## config.mk

```make
export PLATFORM = sky130hd
export DESIGN_NAME = pde_converge_ctrl
export DESIGN_NICKNAME = d
export VERILOG_FILES = /design/src/rtl/pde_converge_ctrl.sv
export SDC_FILE = /design/constraint.sdc
export NUM_CORES = 1
export LEC_CHECK = 0
export ABC_AREA = 1
export CAP_MARGIN = 15
export CORE_AREA = 2 2 216 218
export CTS_CLUSTER_DIAMETER = 50
export CTS_CLUSTER_SIZE = 20
export DETAILED_ROUTE_END_ITERATION = 7
export DIE_AREA = 0 0 218 220
export PLACE_DENSITY_LB_ADDON = 0.08
export SYNTH_ARGS = -nofsm -noshare
export SYNTH_HDL_FRONTEND = slang
export SYNTH_SLANG_ARGS = --single-unit
export TNS_END_PERCENT = 5
```

## constraint.sdc

```tcl
create_clock -name CLK -period 3 [get_ports CLK]
set_input_delay 0.6 -clock CLK [delete_from_list [all_inputs] [get_ports CLK]]
set_output_delay 0.6 -clock CLK [all_outputs]
set_load 0.01 [all_outputs]
```

## src/rtl/pde_converge_ctrl.sv

```systemverilog
// Purpose : convergence controller behind the 5x5 PE array. It tracks the per-iteration
//           max |delta| of the live grid, ends a solve on tolerance or on the iteration cap,
//           then streams the frozen 25-word frame row-major.
// Latency : start -> busy 1 cycle; exit edge -> word 0 on out_valid in the next cycle; done
//           pulses in the cycle after the word-24 handshake.
// Backpressure: out_ready low stalls the stream with data/row/col/last held; there are no
//           bubbles between accepted words.
//
// Ports   : CLK, R (async active-low reset), start, tol (unsigned, latched at start),
//           uij[row][col] (signed DW-bit live grid), busy, done, converged, iter_count,
//           max_diff, out_valid/out_ready/out_data/out_row/out_col/out_last (result stream).
// Config  : PDE_CONV_DETECT_EN enables tolerance early exit. When it is undefined, every
//           solve runs exactly MAX_ITER cycles, converged stays 0 and max_diff is tied to 0.
module pde_converge_ctrl #(
    parameter int N        = 5,
    parameter int DW       = 16,
    parameter int MAX_ITER = 1024,
    parameter int ITW      = 11,
    parameter int STABLE   = 4
) (
    input  logic                          CLK,
    input  logic                          R,
    input  logic                          start,
    input  logic [DW-1:0]                 tol,
    input  logic [N-1:0][N-1:0][DW-1:0]   uij,
    output logic                          busy,
    output logic                          done,
    output logic                          converged,
    output logic [ITW-1:0]                iter_count,
    output logic [DW-1:0]                 max_diff,
    output logic                          out_valid,
    input  logic                          out_ready,
    output logic [DW-1:0]                 out_data,
    output logic [2:0]                    out_row,
    output logic [2:0]                    out_col,
    output logic                          out_last
);

    localparam int CELLS = N * N;
    localparam int IDXW  = $clog2(CELLS);

    typedef enum logic [1:0] {
        S_IDLE  = 2'd0,
        S_RUN   = 2'd1,
        S_DRAIN = 2'd2,
        S_DONE  = 2'd3
    } state_t;

    state_t          state;
    logic [IDXW-1:0] idx;
    logic [DW-1:0]   frame [CELLS];
    logic            cap_hit;
    logic            conv_hit;

    assign cap_hit = (iter_count == ITW'(MAX_ITER - 1));

`ifdef PDE_CONV_DETECT_EN
    localparam int SCW = $clog2(STABLE + 1);

    logic [N-1:0][N-1:0][DW-1:0] snap;
    logic [DW-1:0]               tol_q;
    logic [SCW-1:0]              stable_cnt;
    logic [DW:0]                 cell_d   [N][N];
    logic [DW-1:0]               cell_mag [N][N];
    logic [DW-1:0]               diff_max;
    logic                        cmp_pass;

    // One extra bit keeps the signed difference exact: its magnitude tops out at
    // 2^DW - 1 (0x7FFF -> 0x8000), which still fits DW bits unsigned.
    for (genvar r = 0; r < N; r++) begin : g_row
        for (genvar c = 0; c < N; c++) begin : g_col
            assign cell_d[r][c]   = {uij[r][c][DW-1], uij[r][c]} - {snap[r][c][DW-1], snap[r][c]};
            assign cell_mag[r][c] = cell_d[r][c][DW] ? DW'(-cell_d[r][c]) : cell_d[r][c][DW-1:0];
        end
    end

    always_comb begin
        diff_max = '0;
        for (int r = 0; r < N; r++) begin
            for (int c = 0; c < N; c++) begin
                if (cell_mag[r][c] > diff_max) begin
                    diff_max = cell_mag[r][c];
                end
            end
        end
    end

    // Iteration 0 only seeds the snapshot, so it never counts as a passing compare.
    assign cmp_pass = (iter_count != '0) && (diff_max <= tol_q);
    assign conv_hit = cmp_pass && (stable_cnt == SCW'(STABLE - 1));

    always_ff @(posedge CLK or negedge R) begin
        if (!R) begin
            snap       <= '0;
            tol_q      <= '0;
            stable_cnt <= '0;
            max_diff   <= '0;
        end else if (state == S_IDLE) begin
            if (start) begin
                tol_q      <= tol;
                stable_cnt <= '0;
            end
        end else if (state == S_RUN) begin
            snap <= uij;
            if (iter_count != '0) begin
                max_diff   <= diff_max;
                stable_cnt <= cmp_pass ? stable_cnt + 1'b1 : '0;
            end
        end
    end
`else
    logic            unused_tol;
    localparam int   unused_stable = STABLE;

    assign unused_tol = ^tol;
    assign conv_hit   = 1'b0;
    assign max_diff   = '0;
`endif

    always_ff @(posedge CLK or negedge R) begin
        if (!R) begin
            state      <= S_IDLE;
            busy       <= 1'b0;
            done       <= 1'b0;
            converged  <= 1'b0;
            iter_count <= '0;
            idx        <= '0;
            out_valid  <= 1'b0;
            out_data   <= '0;
            out_row    <= '0;
            out_col    <= '0;
            out_last   <= 1'b0;
            for (int i = 0; i < CELLS; i++) begin
                frame[i] <= '0;
            end
        end else begin
            done <= 1'b0;
            case (state)
                S_IDLE: begin
                    if (start) begin
                        state      <= S_RUN;
                        busy       <= 1'b1;
                        iter_count <= '0;
                        converged  <= 1'b0;
                    end
                end
                S_RUN: begin
                    if (conv_hit || cap_hit) begin
                        // Convergence takes priority when both exits land on the same cycle.
                        state     <= S_DRAIN;
                        converged <= conv_hit;
                        for (int r = 0; r < N; r++) begin
                            for (int c = 0; c < N; c++) begin
                                frame[r*N + c] <= uij[r][c];
                            end
                        end
                        // Word 0 comes straight from the grid so it is presented on the
                        // first DRAIN cycle without waiting for the frame write.
                        idx       <= '0;
                        out_valid <= 1'b1;
                        out_data  <= uij[0][0];
                        out_row   <= '0;
                        out_col   <= '0;
                        out_last  <= 1'b0;
                    end else begin
                        iter_count <= iter_count + 1'b1;
                    end
                end
                S_DRAIN: begin
                    if (out_valid && out_ready) begin
                        if (idx == IDXW'(CELLS - 1)) begin
                            state     <= S_DONE;
                            busy      <= 1'b0;
                            done      <= 1'b1;
                            out_valid <= 1'b0;
                            out_last  <= 1'b0;
                        end else begin
                            idx      <= idx + 1'b1;
                            out_data <= frame[idx + 1'b1];
                            out_last <= (idx + 1'b1) == IDXW'(CELLS - 1);
                            if (out_col == 3'(N - 1)) begin
                                out_col <= '0;
                                out_row <= out_row + 3'd1;
                            end else begin
                                out_col <= out_col + 3'd1;
                            end
                        end
                    end
                end
                default: begin
                    state <= S_IDLE;
                end
            endcase
        end
    end

endmodule

```

## Yosys cells after proc, flatten, opt, wreduce, memory -nomap -nowiden

Cells that the tools add are included.

- Add/subtract/negate cells: 4
- Magnitude comparators: 1
- Equal/unequal tests: 13
- Mux-type cells: 43
- Bitwise operators: 1
- Reductions and logical operators: 14

Operators with widths:

| kind | number |
|---|---|
| binary-select mux 16 bit (select 5 bit) | 1 |
| two-way mux 16 bit | 5 |
| case mux 16 bit (2 select lines) | 1 |
| two-way mux 11 bit | 2 |
| case mux 11 bit (2 select lines) | 1 |
| two-way mux 3 bit | 7 |
| AND reduction 4 bit | 4 |
| two-way mux 5 bit | 3 |
| != test 2 bit (second input constant) | 7 |
| case mux 3 bit (2 select lines) | 2 |
| adder 11 x 1 -> 11 bit (second input constant) | 1 |
| equality test 11 x 10 -> 1 bit (second input constant) | 1 |
| two-way mux 1 bit | 11 |
| equality test 5 bit (second input constant) | 2 |
| case mux 5 bit (2 select lines) | 1 |
| AND reduction 3 bit | 3 |
| two-way mux 2 bit | 4 |
| case mux 1 bit (2 select lines) | 4 |
| adder 3 x 1 -> 3 bit (second input constant) | 2 |
| greater-or-equal comparator 6 bit (second input constant) | 1 |
| inverter 5 -> 6 bit | 1 |
| case mux 2 bit (3 select lines) | 1 |
| nonzero test 2 bit | 3 |
| adder 5 x 1 -> 5 bit (second input constant) | 1 |
| 7 further kinds | 7 |

- Bits in registers: 445
- Input bits: 420
- Output and inout bits: 54
- Logic and storage cells: 112

## Depth between registers and ports, before layout

Gate-level depths: netlist (run 1).

- Depth after elaboration: 8
- Gate-level depth with buffers: 16
- Mapped depth without buffers: 11

## Least setup slack after synthesis (run 1)

No wires, ideal clock.

- Kind: reg2reg
- From: reg idx[0]
- To: reg out_data[0]
- Data arrival time: 2547 ps
- Slack: 376 ps
- Stages on the path, launching flop included: 17
- Period minus slack after synthesis: 2624 ps
- Cells stage by stage: dfrtp_1 -> buf_4 -> inv_2 -> buf_2 -> buf_2 -> buf_2 -> ha_1 -> buf_2 -> inv_2 -> buf_2 -> buf_1 -> nand2_1 -> nand3_1 -> nand3_1 -> nand3_1 -> nand3_1 -> a21oi_1

- Word-level cells in the longest chain between the ends: 8
- Elaborated cells between the ends (all ways): 11
- Those cells by class: add/sub (1); eq/ne (2); mux (6); bitwise (1); reduce/logical (1)

RTL lines:

| element | line | RTL |
|---|---|---|
| start, declared | 50 | `logic [IDXW-1:0] idx;` |
| start signal, assigned | 178 | `idx <= idx + 1'b1;` |
| adder 5 x 1 -> 5 bit | 179 | `out_data <= frame[idx + 1'b1];` |
| inverter 5 -> 6 bit (not written as such) | 179 |  |
| binary-select mux 16 bit (select 5 bit) | 179 |  |
| two-way mux 16 bit (not written as such) (2 in a row) | 179 |  |
| two-way mux 16 bit | 171 | `if (idx == IDXW'(CELLS - 1)) begin` |
| two-way mux 16 bit | 170 | `if (out_valid && out_ready) begin` |
| case mux 16 bit (2 select lines) | 138 | `case (state)` |
| end signal, assigned | 161 | `out_data <= uij[0][0];` |
| end signal, assigned | 179 |  |
| end, declared | 33 | `output logic [DW-1:0] out_data,` |

Parallel ways exist; a longest one is shown, timed or not. The select of a mux whose other input is x is not followed.
A chain may end at the register's enable or synchronous reset.

## Worst setup path in the final report (run 1)

- From: reg idx[0]
- To: reg out_data[14]

The elaborated chain is that of the path after synthesis.

==> results.yml, run 1 <==
setup_path:
  crit_family: "buffers and inverters"
  crit_buf_inv: 2
  worstPathCellList: "inv_6 -> buf_12 -> o21ai_0 -> nand3_1 -> nand3_1 -> nand3_1 -> nand2_1 -> a21oi_1"
  startpoint: "idx[0]$_DFFE_PN0P_"
  crit_type: "flip-flop to flip-flop"
  crit_top_cell: "nand3_1"
  cp_data_arrival_time_ps: 3100
  crit_fanout: 195
  r2r-start: "idx[0]$_DFFE_PN0P_"
  cp_slowest_cell: "buf_12"
  required_ps: 3520
  end_kind: "flip-flop"
  cpPeakStageDelay_ps: 570
  setup.worst_path.start_class: "flip-flop"
timing:
  fin_tns_setup_ps: 0
  fmax_ghz: 0.388
  final_max_slew_viol_count: 0
  tightest_slew_ps: 1030
  skew_ps: 31.2
  timing.final.crit_share: 0.859
  period_needed_ps: 2580
  rsz0062_at_grt: "false"
  final_hold_viol_count: 0
  finalSetupViolations: 0
  relSlewSlack: 0.317
  finalWorstSetupSlack_ps: 422
layout:
  area_growth_pct: 25.1
  drive_gt1_frac: 0.194
  postLayoutCellArea_um2: 30000
  nets: 3118
routing:
  drc: 0
  drt_iter0_markers: 1558
  wl_per_cell_um: 21.5
  postRouteAntennaNets: 0
  drt-pass1-iter-count: 5
  vias_per_cell: 5.29
  wl_um: 72000
  vias: 17700
power:
  p_sw_frac: 0.410
  power_leakage_nw: 15.2
  ir_drop_uv: 726
  combinationalPowerShare: 0.412
  power_density_nw_per_um2: 743
  power_frac_seq: 0.304
  power_switching_mw: 9.15
  power.clock.fraction: 0.284
  p_int_mw: 13.2
floorplan:
  die_y_um: 220
  rows: 79
  core_um2: 45900
  start_util: 0.523
  floorplan.die_area_um2: 48000
  die_w_um: 218
  ios: 474
synth:
  syn_avg_cell_area_um2: 10.4
  ys_warn_count: 0
  synth_edf_count: 0
  synth_cell_types: 37
  ys_ff_latch: 444
  postSynthCellCount: 2304
  synthFlopType: "dfrtp_1"
  synth_seq_area_share: 0.463
  synth.area.top_cells: "dfrtp_1 (46%), mux2_4 (24%), nand2_1 (6.3%), nand3_1 (5.1%), nor2_1 (4.1%)"
  yosysMostFrequentCell: "dfrtp_1"
  synth_top_area_cell: "dfrtp_1"
  async_flop_share: 1.00
  yosys-top-cells-count: "dfrtp_1 (444), nand2_1 (402), mux2_4 (384)"
  syn-cell-area_um2: 24000
  synth_top_area_frac: 0.463
placed_design:
  place.gp.congestion: 0.835
  placed_area_um2: 28300
  preCtsSetupSlack_ps: 478
  io_buffers: 440
  dpl.hpwl_um: 50000
global_route:
  grt_use_met3: 0.0613
  antenna_found_initial: 12
  grt_pass1_vias: 18100
  grt_pass1_wl_um: 108000
  grt_util_met2: 0.446
  busiest_layer: "met2"
  grt_max_degree: 196
  globalRouteOverflowTotal: 0
  gr-usage-met1: 0.424
  grt_use_total: 0.299
clock_network:
  postCtsSetupBuffers: 0
  clkTransAtPathRegs_ps: 70
  cts_buffers: 47
  cts_sinks: 444
  hold_buffers: 0
  cts_buffer_depth: 3
  clock_latency_ps: 600
  cts_root_buf: "clkbuf_16"
  htreeDepth: 2
  post_cts_resized: 0
  cts_tree: "built"
run:
  max_cap_viol_count: 0
run_status:
  status: "completed"
worst_hold_path:
  hp-class: "primary input to asynchronous set/reset pin"
## cell usage in the layout, fill, tap and decap left out, types with 2 or more instances in the layout
cell type / n
a21oi_1: 36
buf_12: 14
buf_4: 24
bufinv_16: 4
clkbuf_1: 4
clkbuf_16: 49
clkbuf_8: 5
clkdlybuf4s50_1: 439
clkinv_2: 2
clkinv_4: 3
clkinvlp_4: 3
conb_1: 17
dfrtp_1: 443
diode_2: 13
ha_1: 10
inv_1: 197
inv_2: 2
inv_6: 8
inv_8: 6
mux2_4: 384
nand2_1: 401
nand2_2: 2
nand3_1: 245
nand4_1: 7
nor2_1: 265
nor2_2: 2
nor3_1: 2
o21ai_0: 101
o21ai_1: 17
o21ai_2: 6
o31ai_1: 2
xor2_1: 5
## layout make-up
type	instances	area [um2]
diodes	13	32.5
flip-flops and latches	444	11100
fillers	3694	15800
well taps	607	759
inverters	202	766
repair buffers	478	4870
multi-input cells	1514	10800
clock buffers	58	1310
clock inverters	28	360
## final timing paths
| check | end | slack [ps] | cells after the start |
|---|---|---|---|
| setup / recovery | out_data[14]$_DFFE_PN0P_ | 420 | 8 |
| hold / removal | frame[24]$_DFFE_PN0P_ | 6 | 1 |
| setup reg to reg | out_data[14]$_DFFE_PN0P_ | 420 | 8 |
| hold reg to reg | frame[387]$_DFFE_PN0P_ | 480 | 2 |
| max in group asynchronous | frame[262]$_DFFE_PN0P_ | 2100 | 2 |
| min in group CLK | frame[387]$_DFFE_PN0P_ | 480 | 2 |
## state kept, by name, indices dropped and copies added (netlist names)
| name | flops |
|---|---|
| idx | 5 |
| out_col | 3 |
| out_last | 1 |
| busy | 1 |
| frame | 400 |
| out_row | 3 |
| iter_count | 11 |
| done | 1 |
| out_data | 16 |
| out_valid | 1 |
| state | 2 |
## stage by stage
step / power (mW) / util / hold WS (ps) / std cells
floorplan: 12.1 / - / 304 / 2320
global placement: 15.9 / 0.617 / 465 / 3245
detailed placement: 16.0 / 0.617 / 468 / 3245
CTS: 22.4 / 0.654 / 3.31 / 3331
global route: 23.5 / 0.654 / 44.2 / 3341
finish: 22.3 / 0.655 / 6.05 / 3344
## worst reg2reg max path, stage by stage (launching register included)
cell	delay (ps)
dfrtp_4	530
inv_6	90
buf_12	570
o21ai_0	680
nand3_1	230
nand3_1	130
nand3_1	100
nand2_1	50
a21oi_1	120
## metal layers
metal,part of all wire,vias up
met3,0.069,123
met2,0.45,567
met4,0.035,2
met5,0.00021,-
met1,0.45,8771
li1,-,8239
## power groups by stage
stage	clock network, mW	logic [mW]	registers (mW)
after floorplan	0	5.24	6.85
after global placement	0	8.99	6.87
after detailed placement	0	9.08	6.90
after CTS	6.41	9.15	6.79
after global routing	6.67	9.99	6.85
final	6.33	9.19	6.79
## kinds of logic after synthesis
family,after synthesis,share of synthesized area
AO/OA/AOI/OAI,165,0.0359
XOR/XNOR,8,0.00292
adder cells (fa/ha/maj),11,0.00573
buffers and inverters,362,0.0912
flip-flops,444,0.463
multiplexers,384,0.240
other,1,0.000156
AND/OR/NAND/NOR,929,0.161
No activity file was read; power rests on OpenSTA's default activity.
==> run 2: changes to the inputs <==
- CTS_CLUSTER_SIZE: 20 -> 16
==> results.yml, run 2 (synthesis results as in run 1) <==
power:
  ir_drop_uv: 731
  power_density_nw_per_um2: 745
  power_leakage_nw: 15.2
routing:
  drc: 0
  postRouteAntennaNets: 0
  wl_um: 72100
  vias: 17800
  drt_iter0_markers: 1542
  vias_per_cell: 5.34
  wl_per_cell_um: 21.6
  drt-pass1-iter-count: 5
clock_network:
  cts_sinks: 444
  postCtsSetupBuffers: 0
  clock_latency_ps: 600
  cts_buffers: 47
  htreeDepth: 2
  post_cts_resized: 0
  cts_tree: "built"
  hold_buffers: 0
  cts_root_buf: "clkbuf_16"
  clkTransAtPathRegs_ps: 70
  cts_buffer_depth: 3
layout:
  layout.cells.non_filler: 3341
  final_cell_mix: "dfrtp_1 (443), clkdlybuf4s50_1 (439), nand2_1 (401)"
  largest-register: "frame"
  nets: 3118
  drive_gt1_frac: 0.194
  area_growth_pct: 25.1
  largestRegisters: "frame: 400 flops, out_data: 16 flops, iter_count: 11 flops"
  utilization: 0.655
  largest_register_ff_count: 400
  final_common_cell: "dfrtp_1"
run_status:
  status: "finished with violations"
  violations: "hold timing"
global_route:
  grt_max_degree: 196
  busiest_layer: "met2"
  grt_util_met2: 0.450
  grt_pass1_wl_um: 108000
  grt_pass1_vias: 18100
  globalRouteOverflowTotal: 0
  grt_use_total: 0.299
  gr-usage-met1: 0.423
  antenna_found_initial: 12
  grt_use_met3: 0.0610
floorplan:
  start_util: 0.523
  die_w_um: 218
  core_um2: 45900
  rows: 79
  ios: 474
  die_y_um: 220
  floorplan.die_area_um2: 48000
setup_path:
  worstPathCellList: "inv_6 -> buf_12 -> nand2_1 -> nand2_1 -> nand2_1 -> nand3_1 -> nand3_1 -> a21oi_1 -> nand2_1 -> a21oi_1"
  end_kind: "flip-flop"
  cpPeakStageDelay_ps: 540
  setup.worst_path.start_class: "flip-flop"
  cp_data_arrival_time_ps: 3280
  crit_fanout: 195
  r2r-start: "idx[0]$_DFFE_PN0P_"
  required_ps: 3520
  crit_type: "flip-flop to flip-flop"
  crit_top_cell: "nand2_1"
  reg2reg_to: "out_data[11]$_DFFE_PN0P_"
  rrSetupSlack_ps: 240
  cp_slowest_cell: "dfrtp_4"
  worst-r2r-cell-count: 10
placed_design:
  dpl.hpwl_um: 50000
  io_buffers: 440
  dpl.cell_count: 3245
  place.gp.congestion: 0.835
run:
  max_cap_viol_count: 0
timing:
  fmax_ghz: 0.362
  period_needed_ps: 2760
  fin_tns_setup_ps: 0
  tightest_slew_ps: 1240
  final_hold_viol_count: 2
  finalSetupViolations: 0
  timing.final.crit_share: 0.921
  rsz0062_at_grt: "false"
  fin_hold_ws_ps: -4.21
  relSlewSlack: 0.171
  final_max_slew_viol_count: 0
  skew_ps: 29.0
worst_hold_path:
  hp-class: "primary input to asynchronous set/reset pin"
[run 2: changes by cell type in the layout (fill, tap and decap cells not counted)]
cell / previous run / this run
clkinvlp_4: 3 / 4
inv_12: 1 / 0
inv_6: 8 / 6
clkinv_4: 3 / 5
inv_16: 1 / 0
diode_2: 13 / 11
bufinv_16: 4 / 6
inv_8: 6 / 4
[run 2: cell type report]
type                       count  area [um2]
tap                          607         759
clock buffer                  58        1310
antenna                       11        27.5
clock inverter                27         369
inverter                     202         766
timing repair buffer         478        4870
fill                        3679       15800
multi-input combinational   1514       10800
sequential                   444       11100
[run 2: stage by stage]
step           setup slack, ps  cell area, um2  total power [mW]  hold WS, ps
2_1_floorplan              376           24100              12.1          304
3_3_place_gp               496           28300              15.9          465
3_5_place_dp               478           28300              16.0          468
4_1_cts                    459           30000              22.4         6.34
5_1_grt                    283           30000              23.6         42.7
6_report                   238           30000              22.4        -4.21
[run 2: per-layer routing]
layer	wire length, um	up-vias	part of all wire
met1	32100	8840	0.44
met5	29	-	0.00040
met4	2480	4	0.034
li1	-	8244	-
met2	32300	620	0.45
met3	5260	132	0.073
[run 2: worst max-delay path: cells and delay by family, from the launching register on]
kind | cells | cell delay [ps]
DFF | 1 | 540
AOI/OAI and AO/OA | 2 | 480
buffers and inverters | 2 | 530
and+or+nand+nor | 6 | 700
[run 2: worst max path at each step]
| stage | start | to | slack [ps] |
|---|---|---|---|
| floorplan | idx[0]$_DFFE_PN0P_ | out_data[0]$_DFFE_PN0P_ | 380 |
| global placement | idx[0]$_DFFE_PN0P_ | out_data[8]$_DFFE_PN0P_ | 500 |
| detailed placement | idx[0]$_DFFE_PN0P_ | out_data[11]$_DFFE_PN0P_ | 480 |
| CTS | idx[0]$_DFFE_PN0P_ | out_data[10]$_DFFE_PN0P_ | 460 |
| global route | idx[0]$_DFFE_PN0P_ | out_data[10]$_DFFE_PN0P_ | 280 |
| finish | idx[0]$_DFFE_PN0P_ | out_data[11]$_DFFE_PN0P_ | 240 |
[run 2: report_power, final]
group / internal (mW) / switching, mW / leakage [nW]
Clock: 3.69 / 2.67 / 0.812
Combinational: 3.15 / 6.07 / 9.21
Sequential: 6.45 / 0.341 / 5.17
Total: 13.3 / 9.08 / 15.2
